<file path="src/rtl/hnsn_pkg.sv">
// Shared definitions for the HNSN character output path: UART framing
// constants, transmitter state encoding and the ASCII codes of recalled patterns.
package hnsn_pkg;

  localparam int UART_DATA_BITS = 8;

  typedef enum logic [1:0] {
    IDLE,
    START,
    DATA,
    STOP
  } tx_state_t;

  localparam logic [7:0] CHAR_E = 8'h45;
  localparam logic [7:0] CHAR_F = 8'h46;

endpackage

</file>
<file path="src/rtl/hnsn_char_fifo.sv">
// Single-clock circular-buffer FIFO with occupancy count; a push into a full
// FIFO is accepted only when a pop frees the slot in the same cycle.
module hnsn_char_fifo #(
  parameter int DATA_W     = 8,
  parameter int FIFO_DEPTH = 16
) (
  input  logic                        clk,
  input  logic                        rst,
  input  logic                        push,
  input  logic [DATA_W-1:0]           din,
  input  logic                        pop,
  output logic [DATA_W-1:0]           dout,
  output logic [$clog2(FIFO_DEPTH):0] count,
  output logic                        full,
  output logic                        empty
);

  localparam int PTR_W = $clog2(FIFO_DEPTH);

  logic [DATA_W-1:0] mem_q [FIFO_DEPTH];
  logic [PTR_W-1:0]  wr_ptr_q, wr_ptr_d;
  logic [PTR_W-1:0]  rd_ptr_q, rd_ptr_d;
  logic [PTR_W:0]    count_q, count_d;
  logic              wr_en, rd_en;

  assign full  = (count_q == (PTR_W+1)'(FIFO_DEPTH));
  assign empty = (count_q == '0);
  assign count = count_q;
  assign dout  = mem_q[rd_ptr_q];

  always_comb begin
    rd_en    = pop & ~empty;
    wr_en    = push & (~full | rd_en);
    wr_ptr_d = wr_ptr_q + PTR_W'(wr_en);
    rd_ptr_d = rd_ptr_q + PTR_W'(rd_en);
    count_d  = count_q + (PTR_W+1)'(wr_en) - (PTR_W+1)'(rd_en);
  end

  always_ff @(posedge clk or posedge rst) begin
    if (rst) begin
      wr_ptr_q <= '0;
      rd_ptr_q <= '0;
      count_q  <= '0;
    end else begin
      wr_ptr_q <= wr_ptr_d;
      rd_ptr_q <= rd_ptr_d;
      count_q  <= count_d;
    end
  end

  // Storage carries no reset; stale entries are unreachable once pointers clear.
  always_ff @(posedge clk) begin
    if (wr_en) mem_q[wr_ptr_q] <= din;
  end

endmodule

</file>
<file path="src/rtl/hnsn_char_tx.sv">
// Buffers character-change events from hnsn_top and serialises them as UART 8N1.
// Drops are flagged on a sticky overflow bit since the source cannot be stalled.
module hnsn_char_tx
  import hnsn_pkg::*;
#(
  parameter int CLKS_PER_BIT = 868,
  parameter int FIFO_DEPTH   = 16
) (
  input  logic                        clk,
  input  logic                        rst,
  input  logic [7:0]                  char_in,
  input  logic                        char_valid,
  input  logic                        char_changed,
  input  logic                        ovf_clr,
  output logic                        tx,
  output logic                        busy,
  output logic [$clog2(FIFO_DEPTH):0] fifo_count,
  output logic                        overflow
);

  localparam int BAUD_W = $clog2(CLKS_PER_BIT);
  localparam int IDX_W  = $clog2(UART_DATA_BITS);
  localparam logic [BAUD_W-1:0] BAUD_LAST = BAUD_W'(CLKS_PER_BIT - 1);
  localparam logic [IDX_W-1:0]  IDX_LAST  = IDX_W'(UART_DATA_BITS - 1);

  tx_state_t                 state_q, state_d;
  logic [BAUD_W-1:0]         baud_q, baud_d;
  logic [IDX_W-1:0]          idx_q, idx_d;
  logic [UART_DATA_BITS-1:0] shift_q, shift_d;
  logic                      tx_q, tx_d;
  logic                      busy_q, busy_d;
  logic                      ovf_q, ovf_d;
  logic                      push, pop, drop, baud_done;
  logic                      fifo_full, fifo_empty;
  logic [7:0]                fifo_dout;

  assign push      = char_changed & char_valid;
  assign baud_done = (baud_q == BAUD_LAST);
  assign drop      = push & fifo_full & ~pop;

  hnsn_char_fifo #(
    .DATA_W     (8),
    .FIFO_DEPTH (FIFO_DEPTH)
  ) u_fifo (
    .clk   (clk),
    .rst   (rst),
    .push  (push),
    .din   (char_in),
    .pop   (pop),
    .dout  (fifo_dout),
    .count (fifo_count),
    .full  (fifo_full),
    .empty (fifo_empty)
  );

  always_comb begin
    state_d = state_q;
    baud_d  = baud_q;
    idx_d   = idx_q;
    shift_d = shift_q;
    pop     = 1'b0;
    case (state_q)
      IDLE: begin
        if (!fifo_empty) begin
          pop     = 1'b1;
          shift_d = fifo_dout;
          baud_d  = '0;
          state_d = START;
        end
      end
      START: begin
        baud_d = baud_done ? '0 : baud_q + BAUD_W'(1);
        if (baud_done) begin
          idx_d   = '0;
          state_d = DATA;
        end
      end
      DATA: begin
        baud_d = baud_done ? '0 : baud_q + BAUD_W'(1);
        if (baud_done) begin
          shift_d = {1'b0, shift_q[UART_DATA_BITS-1:1]};
          idx_d   = idx_q + IDX_W'(1);
          if (idx_q == IDX_LAST) state_d = STOP;
        end
      end
      STOP: begin
        baud_d = baud_done ? '0 : baud_q + BAUD_W'(1);
        if (baud_done) state_d = IDLE;
      end
      default: state_d = IDLE;
    endcase
  end

  // Line and busy are registered from the current state, so they trail it by one clock.
  always_comb begin
    tx_d = 1'b1;
    if (state_q == START)     tx_d = 1'b0;
    else if (state_q == DATA) tx_d = shift_q[0];
    busy_d = (state_q != IDLE);
    ovf_d  = drop ? 1'b1 : (ovf_clr ? 1'b0 : ovf_q);
  end

  always_ff @(posedge clk or posedge rst) begin
    if (rst) begin
      state_q <= IDLE;
      baud_q  <= '0;
      idx_q   <= '0;
      tx_q    <= 1'b1;
      busy_q  <= 1'b0;
      ovf_q   <= 1'b0;
    end else begin
      state_q <= state_d;
      baud_q  <= baud_d;
      idx_q   <= idx_d;
      tx_q    <= tx_d;
      busy_q  <= busy_d;
      ovf_q   <= ovf_d;
    end
  end

  always_ff @(posedge clk) begin
    shift_q <= shift_d;
  end

  assign tx       = tx_q;
  assign busy     = busy_q;
  assign overflow = ovf_q;

endmodule

</file>
<file path="config.mk">
export PLATFORM = sky130hd
export DESIGN_NAME = hnsn_char_tx
export DESIGN_NICKNAME = d
export VERILOG_FILES = /design/src/rtl/hnsn_pkg.sv /design/src/rtl/hnsn_char_fifo.sv /design/src/rtl/hnsn_char_tx.sv
export SDC_FILE = /design/constraint.sdc
export NUM_CORES = 1
export LEC_CHECK = 0
export CAP_MARGIN = 20
export CORE_MARGIN = 4
export CORE_UTILIZATION = 25
export DETAILED_ROUTE_END_ITERATION = 10
export HOLD_SLACK_MARGIN = 0.05
export PLACE_DENSITY = 0.48
export SLEW_MARGIN = 20
export SYNTH_ARGS = -nofsm -noshare
export SYNTH_HDL_FRONTEND = slang
export SYNTH_SLANG_ARGS = --single-unit
</file>
<file path="constraint.sdc">
create_clock -name clk -period 3.3 [get_ports clk]
set_clock_uncertainty 0.05 [all_clocks]
set_input_delay 0.33 -clock clk [delete_from_list [all_inputs] [get_ports clk]]
set_output_delay 0.33 -clock clk [all_outputs]
set_load 0.01 [all_outputs]
</file>
==> results of run 1 <==
-- worst max-delay path: stages (launching register included) --
cell and delay (ps):
dfrtp_1 420, inv_1 120, ha_1 340, inv_1 180, nor2_1 310, ha_1 290
inv_1 60, ha_1 150, inv_1 50, fa_1 400, inv_1 70, a21oi_1 70
o21bai_1 160, xnor2_1 130
-- registers in the layout, indices dropped and copies added (netlist names) --
signal,cells
baud_q,10
u_fifo.mem_q,128
overflow,1
idx_q,3
u_fifo.rd_ptr_q,4
u_fifo.wr_ptr_q,4
shift_q,8
u_fifo.count,5
busy,1
tx,1
state_q,2
-- metrics by stage --
| step | setup slack, ps | instances | total power (W) |
|---|---|---|---|
| after floorplan | 641 | 390 | 0.00287 |
| after global placement | 537 | 757 | 0.00310 |
| after detailed placement | 442 | 757 | 0.00312 |
| after CTS | 426 | 789 | 0.00507 |
| after global routing | 147 | 790 | 0.00526 |
| final | 432 | 790 | 0.00501 |
-- placed cells by master, fill, tap and decap left out, types with 3 or more instances in the layout --
cell type | netlist | layout
clkinv_8 | 0 | 3
clkdlybuf4s50_1 | 0 | 20
a21o_1 | 8 | 8
xnor2_1 | 5 | 5
xor2_1 | 7 | 7
inv_8 | 0 | 4
buf_4 | 4 | 23
inv_6 | 0 | 4
a31oi_1 | 3 | 3
ha_1 | 17 | 17
mux4_2 | 31 | 31
inv_1 | 16 | 16
clkbuf_16 | 0 | 17
nor2_1 | 17 | 17
mux2i_1 | 7 | 7
a22o_1 | 3 | 3
edfxtp_1 | 136 | 136
and2_1 | 3 | 3
or3_1 | 3 | 3
a21oi_1 | 11 | 11
o221ai_1 | 7 | 7
nand2_1 | 13 | 13
o21ai_0 | 10 | 10
nand2b_1 | 4 | 4
nand3_1 | 10 | 10
dfrtp_1 | 30 | 30
nor3_1 | 6 | 6
-- worst paths after layout --
path | cells after the start | from | to | slack [ps]
max | 13 | state_q[0] | u_fifo.count[4] | 430
min | 2 | rst | u_fifo.count[2] | 140
max reg2reg | 13 | state_q[0] | u_fifo.count[4] | 430
min reg2reg | 2 | shift_q[0] | tx | 430
max in group asynchronous | 4 | rst | baud_q[7] | 2450
min in group clk | 2 | ovf_clr | overflow | 430
-- cell type report --
class | count | share of cell area [%]
sequential | 167 | 59.3
timing repair buffer | 44 | 4.89
tap | 341 | 5.21
inverter | 16 | 0.733
clock buffer | 17 | 5.19
multi-input combinational | 190 | 22.7
clock inverter | 15 | 1.89
-- routing by layer --
metal / routed length [um] / global-route usage, % / up-vias
met1: 6600 / 13.0 / 1851
li1: - / - / 1627
met2: 6960 / 16.2 / 48
met5: 0 / 0 / -
met4: 124 / 2.57 / 0
met3: 518 / 2.60 / 9
-- cell families after synthesis --
family | synth area share (%)
xor gates and xnor gates | 1.53
DFF | 70.7
adders and majority gates | 3.38
buffers and inverters | 2.20
AOI/OAI and AO/OA | 4.59
muxes | 12.3
and+or+nand+nor | 5.33
-- power by group --
| group | switching, W | internal, W |
|---|---|---|
| Clock | 0.000926 | 0.00101 |
| Combinational | 0.000287 | 0.000252 |
| Sequential | 0.000104 | 0.00243 |
==> metrics.md, run 1 <==
| Metric | Value |
|---|---|
| Number of sinks on the clock net | `167` |
| Clock slew at the register clock pins of the worst setup and hold paths | `70 ps` |
| Weighted congestion reported at the end of routability-driven placement | `0.792` |
| Post-layout instance area | `8190 sq um` |
| Post-detailed-routing wire length | `14200 um` |
| PostCTS Resize Cnt | `0` |
| Vias in the first global route | `3809` |
| Commonest cells post-synth | `136 x edfxtp_1, 31 x mux4_2, 30 x dfrtp_1` |
| Shortest clock period the worst path allows after layout | `2870 ps` |
| Initial standard-cell utilization of the core | `25.4%` |
| Initial antenna violation count | `0` |
| Antenna Nets Post-Route | `0` |
| Headroom to the max-slew limit | `35.7%` |
| Buffers inserted by post-CTS timing repair | `0` |
| TNS Setup | `0 ps` |
| Crit share post-route | `86.9%` |
| Final design utilization | `30.3%` |
| Type of element launching the critical path | `flop` |
| Maximum number of buffers from clock root to sink | `2` |
| Number of pins with negative max-slew slack in the final report | `0` |
| Arrival time reported for the critical path endpoint | `3170 ps` |
| Leakage Power | `2.80 nW` |
| Number of detailed-routing iterations run before antenna repair | `4` |
| Total via count after detailed routing | `3535` |
| # nets final | `467` |
| H-Tree Depth | `4` |
| Std-Cell Rows | `60` |
| Count of flip-flops with a built-in enable after synthesis | `136` |
| Cell count after synthesis | `390` |
| Most numerous cell in the Yosys netlist | `edfxtp_1` |
| Proportion of netlist area held by the largest area contributor | `59.4%` |
| Final count of negative-setup-slack endpoints | `0` |
| Most common flop cell mapped by yosys | `edfxtp_1` |
| Die area | `30200 sq um` |
| Clock Root Buffer | `clkbuf_16` |
| Number of clock buffers inserted by TritonCTS | `17` |
| Routed length per instance | `18.0 um` |
| Number of distinct standard cells referenced by the synthesized netlist | `45` |
| Final hold violation count | `0` |
| Register Area | `4860 sq um` |
| Maximum clock frequency | `349 MHz` |
| First-pass GRT wire length | `22800 um` |
| DRC violation total after the first TritonRoute iteration | `244` |
| Io pins | `21` |
| Placed inst area | `7580 sq um` |
| Area of the multi-input gates | `1860 sq um` |
| Setup repair after global routing missed its margin | `false` |
| Total nets after synthesis | `421` |
| Fraction of final layout cells with drive strength greater than 1 | `20.7%` |
| Result of the run | `completed` |
| Global Route Usage Sum | `9.86%` |
| Netlist area before placement | `6880 sq um` |
| DRC Markers | `0` |
| Post-cts hold buffer count | `0` |
| Global route overflow | `0` |
| Post-DP HPWL | `9190 um` |
| Portion of the post-synthesis area used by sequential elements | `70.7%` |
| Share of synthesized flip-flops with an asynchronous set or reset | `18.6%` |
| Pin count of the biggest net entering global routing | `28` |
| Max-cap violations | `0` |
| Skew-Pair Late Insertion Delay | `430 ps` |
| Critical Path RT | `3600 ps` |
| Clock tree from TritonCTS | `done` |
| Top cell type by total area after synthesis | `edfxtp_1` |
| Post-route worst hold slack | `143 ps` |
| Kind of end point of the critical path | `flop` |
| Chip width | `174 um` |
| Mean instance size in the synthesized netlist | `17.6 sq um` |
| Transition time at the pin with the least slew margin | `964 ps` |
| Number of antenna diodes | `0` |
| Count of buffers inserted at the top-level ports | `20` |
| Core area | `27000 sq um` |
| Vias per cell | `4.47` |
| Max rail drop VDD | `296 uV` |
| Total power per unit cell area | `611 nW/um^2` |
| Y dimension of the die | `174 um` |
| Startpoint-to-endpoint class of the critical path | `reg2reg` |
| Growth of design area from synthesis to finish | `19.1%` |
| Flip-flop and latch count after synthesis | `167` |
| Biggest fanout along the worst timing path | `10` |
| Largest cells by area after synthesis | `edfxtp_1 59%, dfrtp_1 11%, mux4_2 10%` |
| Filler cell count | `2661` |
| Warnings from Yosys | `0` |
| Worst hold path type | `in2async` |
(Power assumes the default switching activity.)
==> run 2, diff against run 1 <==
CORE_ASPECT_RATIO = 1.4   (was unset)
==> run 2 against run 1 <==
  * Via count fell by 0.54%
  * First-iteration DRC count shrank 21%
  * Routed wire length grew 1.5%
  * Sequential power about the same
  * Critical path depth did not move
  * Setup slack improved by 23 ps
==> metrics.md, run 2 (same netlist as run 1, synthesis figures left out) <==
| Metric | Value |
|---|---|
| Total power per unit cell area | `627 nW/um^2` |
| Filler cell count | `2678` |
| Global route overflow | `0` |
| Fraction of final layout cells with drive strength greater than 1 | `20.9%` |
| H-Tree Depth | `4` |
| Headroom to the max-slew limit | `31.9%` |
| Worst hold path type | `in2async` |
| Post-detailed-routing wire length | `14400 um` |
| Most common cell after layout, fill and taps aside | `edfxtp_1` |
| Shortest clock period the worst path allows after layout | `2850 ps` |
| DRC violation total after the first TritonRoute iteration | `193` |
| Relative contribution of the clock network to total power | `40.8%` |
| PostCTS Resize Cnt | `0` |
| Highest-count cells in the layout ignoring fill and taps | `136 x edfxtp_1, 31 x mux4_2, 30 x dfrtp_1, 24 x buf_4, 20 x clkdlybuf4s50_1` |
| Initial antenna violation count | `0` |
| Leakage Power | `2.81 nW` |
| Initial standard-cell utilization of the core | `25.5%` |
| Number of sinks on the clock net | `167` |
| Biggest fanout along the worst timing path | `10` |
| Number of pins with negative max-slew slack in the final report | `0` |
| Post-layout instance area | `8250 sq um` |
| Result of the run | `completed` |
| Internal Dissipation | `0.00390 W` |
| Critical register-to-register path endpoint | `u_fifo.count[4]` |
| Pin count of the biggest net entering global routing | `28` |
| Number of detailed-routing iterations run before antenna repair | `4` |
| Crit share post-route | `86.2%` |
| Kind of end point of the critical path | `flop` |
| # nets final | `467` |
| Io pins | `21` |
| Arrival time reported for the critical path endpoint | `3150 ps` |
| Clock Root Buffer | `clkbuf_16` |
| Y dimension of the die | `204 um` |
| Register Area | `4860 sq um` |
| Antenna Nets Post-Route | `0` |
| Clock slew at the register clock pins of the worst setup and hold paths | `70 ps` |
| Number of clock buffers inserted by TritonCTS | `17` |
| Global Route Usage Sum | `10.2%` |
| Type of element launching the critical path | `flop` |
| Power share of the sequential group | `48.8%` |
| Final hold violation count | `0` |
| Vias in the first global route | `3873` |
| Number of antenna diodes | `0` |
| Fraction of power consumed by combinational cells | `10.3%` |
| TNS Setup | `0 ps` |
| Growth of design area from synthesis to finish | `20.0%` |
| Critical Path Sink | `u_fifo.count[4]` |
| Skew-Pair Late Insertion Delay | `430 ps` |
| Post-cts hold buffer count | `0` |
| Critical path cell sequence | `inv_1 -> ha_1 -> inv_1 -> nor2_1 -> ha_1 -> inv_1 -> ha_1 -> inv_1 -> fa_1 -> inv_1 -> a21oi_1 -> o21bai_1 -> xnor2_1` |
| Maximum clock frequency | `351 MHz` |
| Count of buffers inserted at the top-level ports | `20` |
| Max FFs per register | `128` |
| Registers with the most flip-flops | `u_fifo.mem_q (128), baud_q (10), shift_q (8)` |
| Core area | `27000 sq um` |
| Startpoint-to-endpoint class of the critical path | `reg2reg` |
| Max-cap violations | `0` |
| R2R Setup Slk | `450 ps` |
| Chip width | `148 um` |
| Final count of negative-setup-slack endpoints | `0` |
| Most frequent CP cell | `inv_1` |
| Weighted congestion reported at the end of routability-driven placement | `0.756` |
| Critical Path RT | `3610 ps` |
| Placed inst area | `7620 sq um` |
| Largest stage delay on the critical path | `410 ps` |
| Critical path origin | `state_q[0]` |
| Transition time at the pin with the least slew margin | `1020 ps` |
| Fraction of power spent switching nets | `24.6%` |
| Depth of the worst register-to-register path | `13` |
| Routed length per instance | `17.7 um` |
| DRC Markers | `0` |
| Final design utilization | `30.6%` |
| Top register by number of flip-flops | `u_fifo.mem_q` |
| Maximum number of buffers from clock root to sink | `2` |
| Area of the multi-input gates | `1860 sq um` |
| Setup repair after global routing missed its margin | `false` |
| Post-DP HPWL | `9710 um` |
| Vias per cell | `4.32` |
| Slowest cell on crit path | `dfrtp_1` |
| Source of the worst register-to-register timing path | `state_q[0]` |
| Die area | `30300 sq um` |
| First-pass GRT wire length | `22900 um` |
| Clock tree from TritonCTS | `done` |
| Std-Cell Rows | `71` |
| Net Switching | `0.00128 W` |
| Buffers inserted by post-CTS timing repair | `0` |
| Max rail drop VDD | `341 uV` |
| Total via count after detailed routing | `3516` |
## run 2: routing by layer
layer,vias to the layer above,GRT usage [%],part of all wire [%]
met4,0,3.86,1.6
met2,39,20.0,59
met1,1836,10.6,38
met5,-,0,0
met3,16,2.11,1.9
li1,1625,-,-
## run 2: worst min path at each step
| stage | start | endpoint | cells after the start |
|---|---|---|---|
| floorplan | rst | baud_q[0] | 1 |
| global placement | shift_q[0] | tx | 2 |
| detailed placement | shift_q[0] | tx | 2 |
| CTS | rst | baud_q[9] | 2 |
| global route | ovf_clr | overflow | 2 |
| finish | rst | baud_q[9] | 2 |
## run 2: worst max-delay path: cells and delay by family (launching register included)
family                     cells  cell delay (ps)
AOI/OAI and AO/OA              2              230
xor gates and xnor gates       1              130
adders and majority gates      4             1180
buffers and inverters          5              490
DFF                            1              410
and+or+nand+nor                1              290
## run 2: power groups by stage
stage,sequential (W),clock [W],combinational (W)
global route,0.00255,0.00227,0.000594
floorplan,0.00255,0,0.000327
global placement,0.00256,0,0.000530
finish,0.00253,0.00212,0.000534
CTS,0.00253,0.00217,0.000548
detailed placement,0.00258,0,0.000545
## run 2: area by class of cell
class                   count  area share [%]
well taps                 365            5.53
clock buffers              17            5.15
clock inverters            15            2.50
repair buffers             44            4.61
multi-input cells         190            22.6
inverters                  16           0.728
flip-flops and latches    167            58.9
## run 2: through the flow
stage	hold slack (ps)	instances	setup WS (ps)	power, W
2_1_floorplan	379	390	641	0.00287
6_report	325	814	454	0.00518
5_1_grt	401	814	146	0.00541
3_5_place_dp	420	782	444	0.00312
3_3_place_gp	428	782	538	0.00309
4_1_cts	355	814	412	0.00525
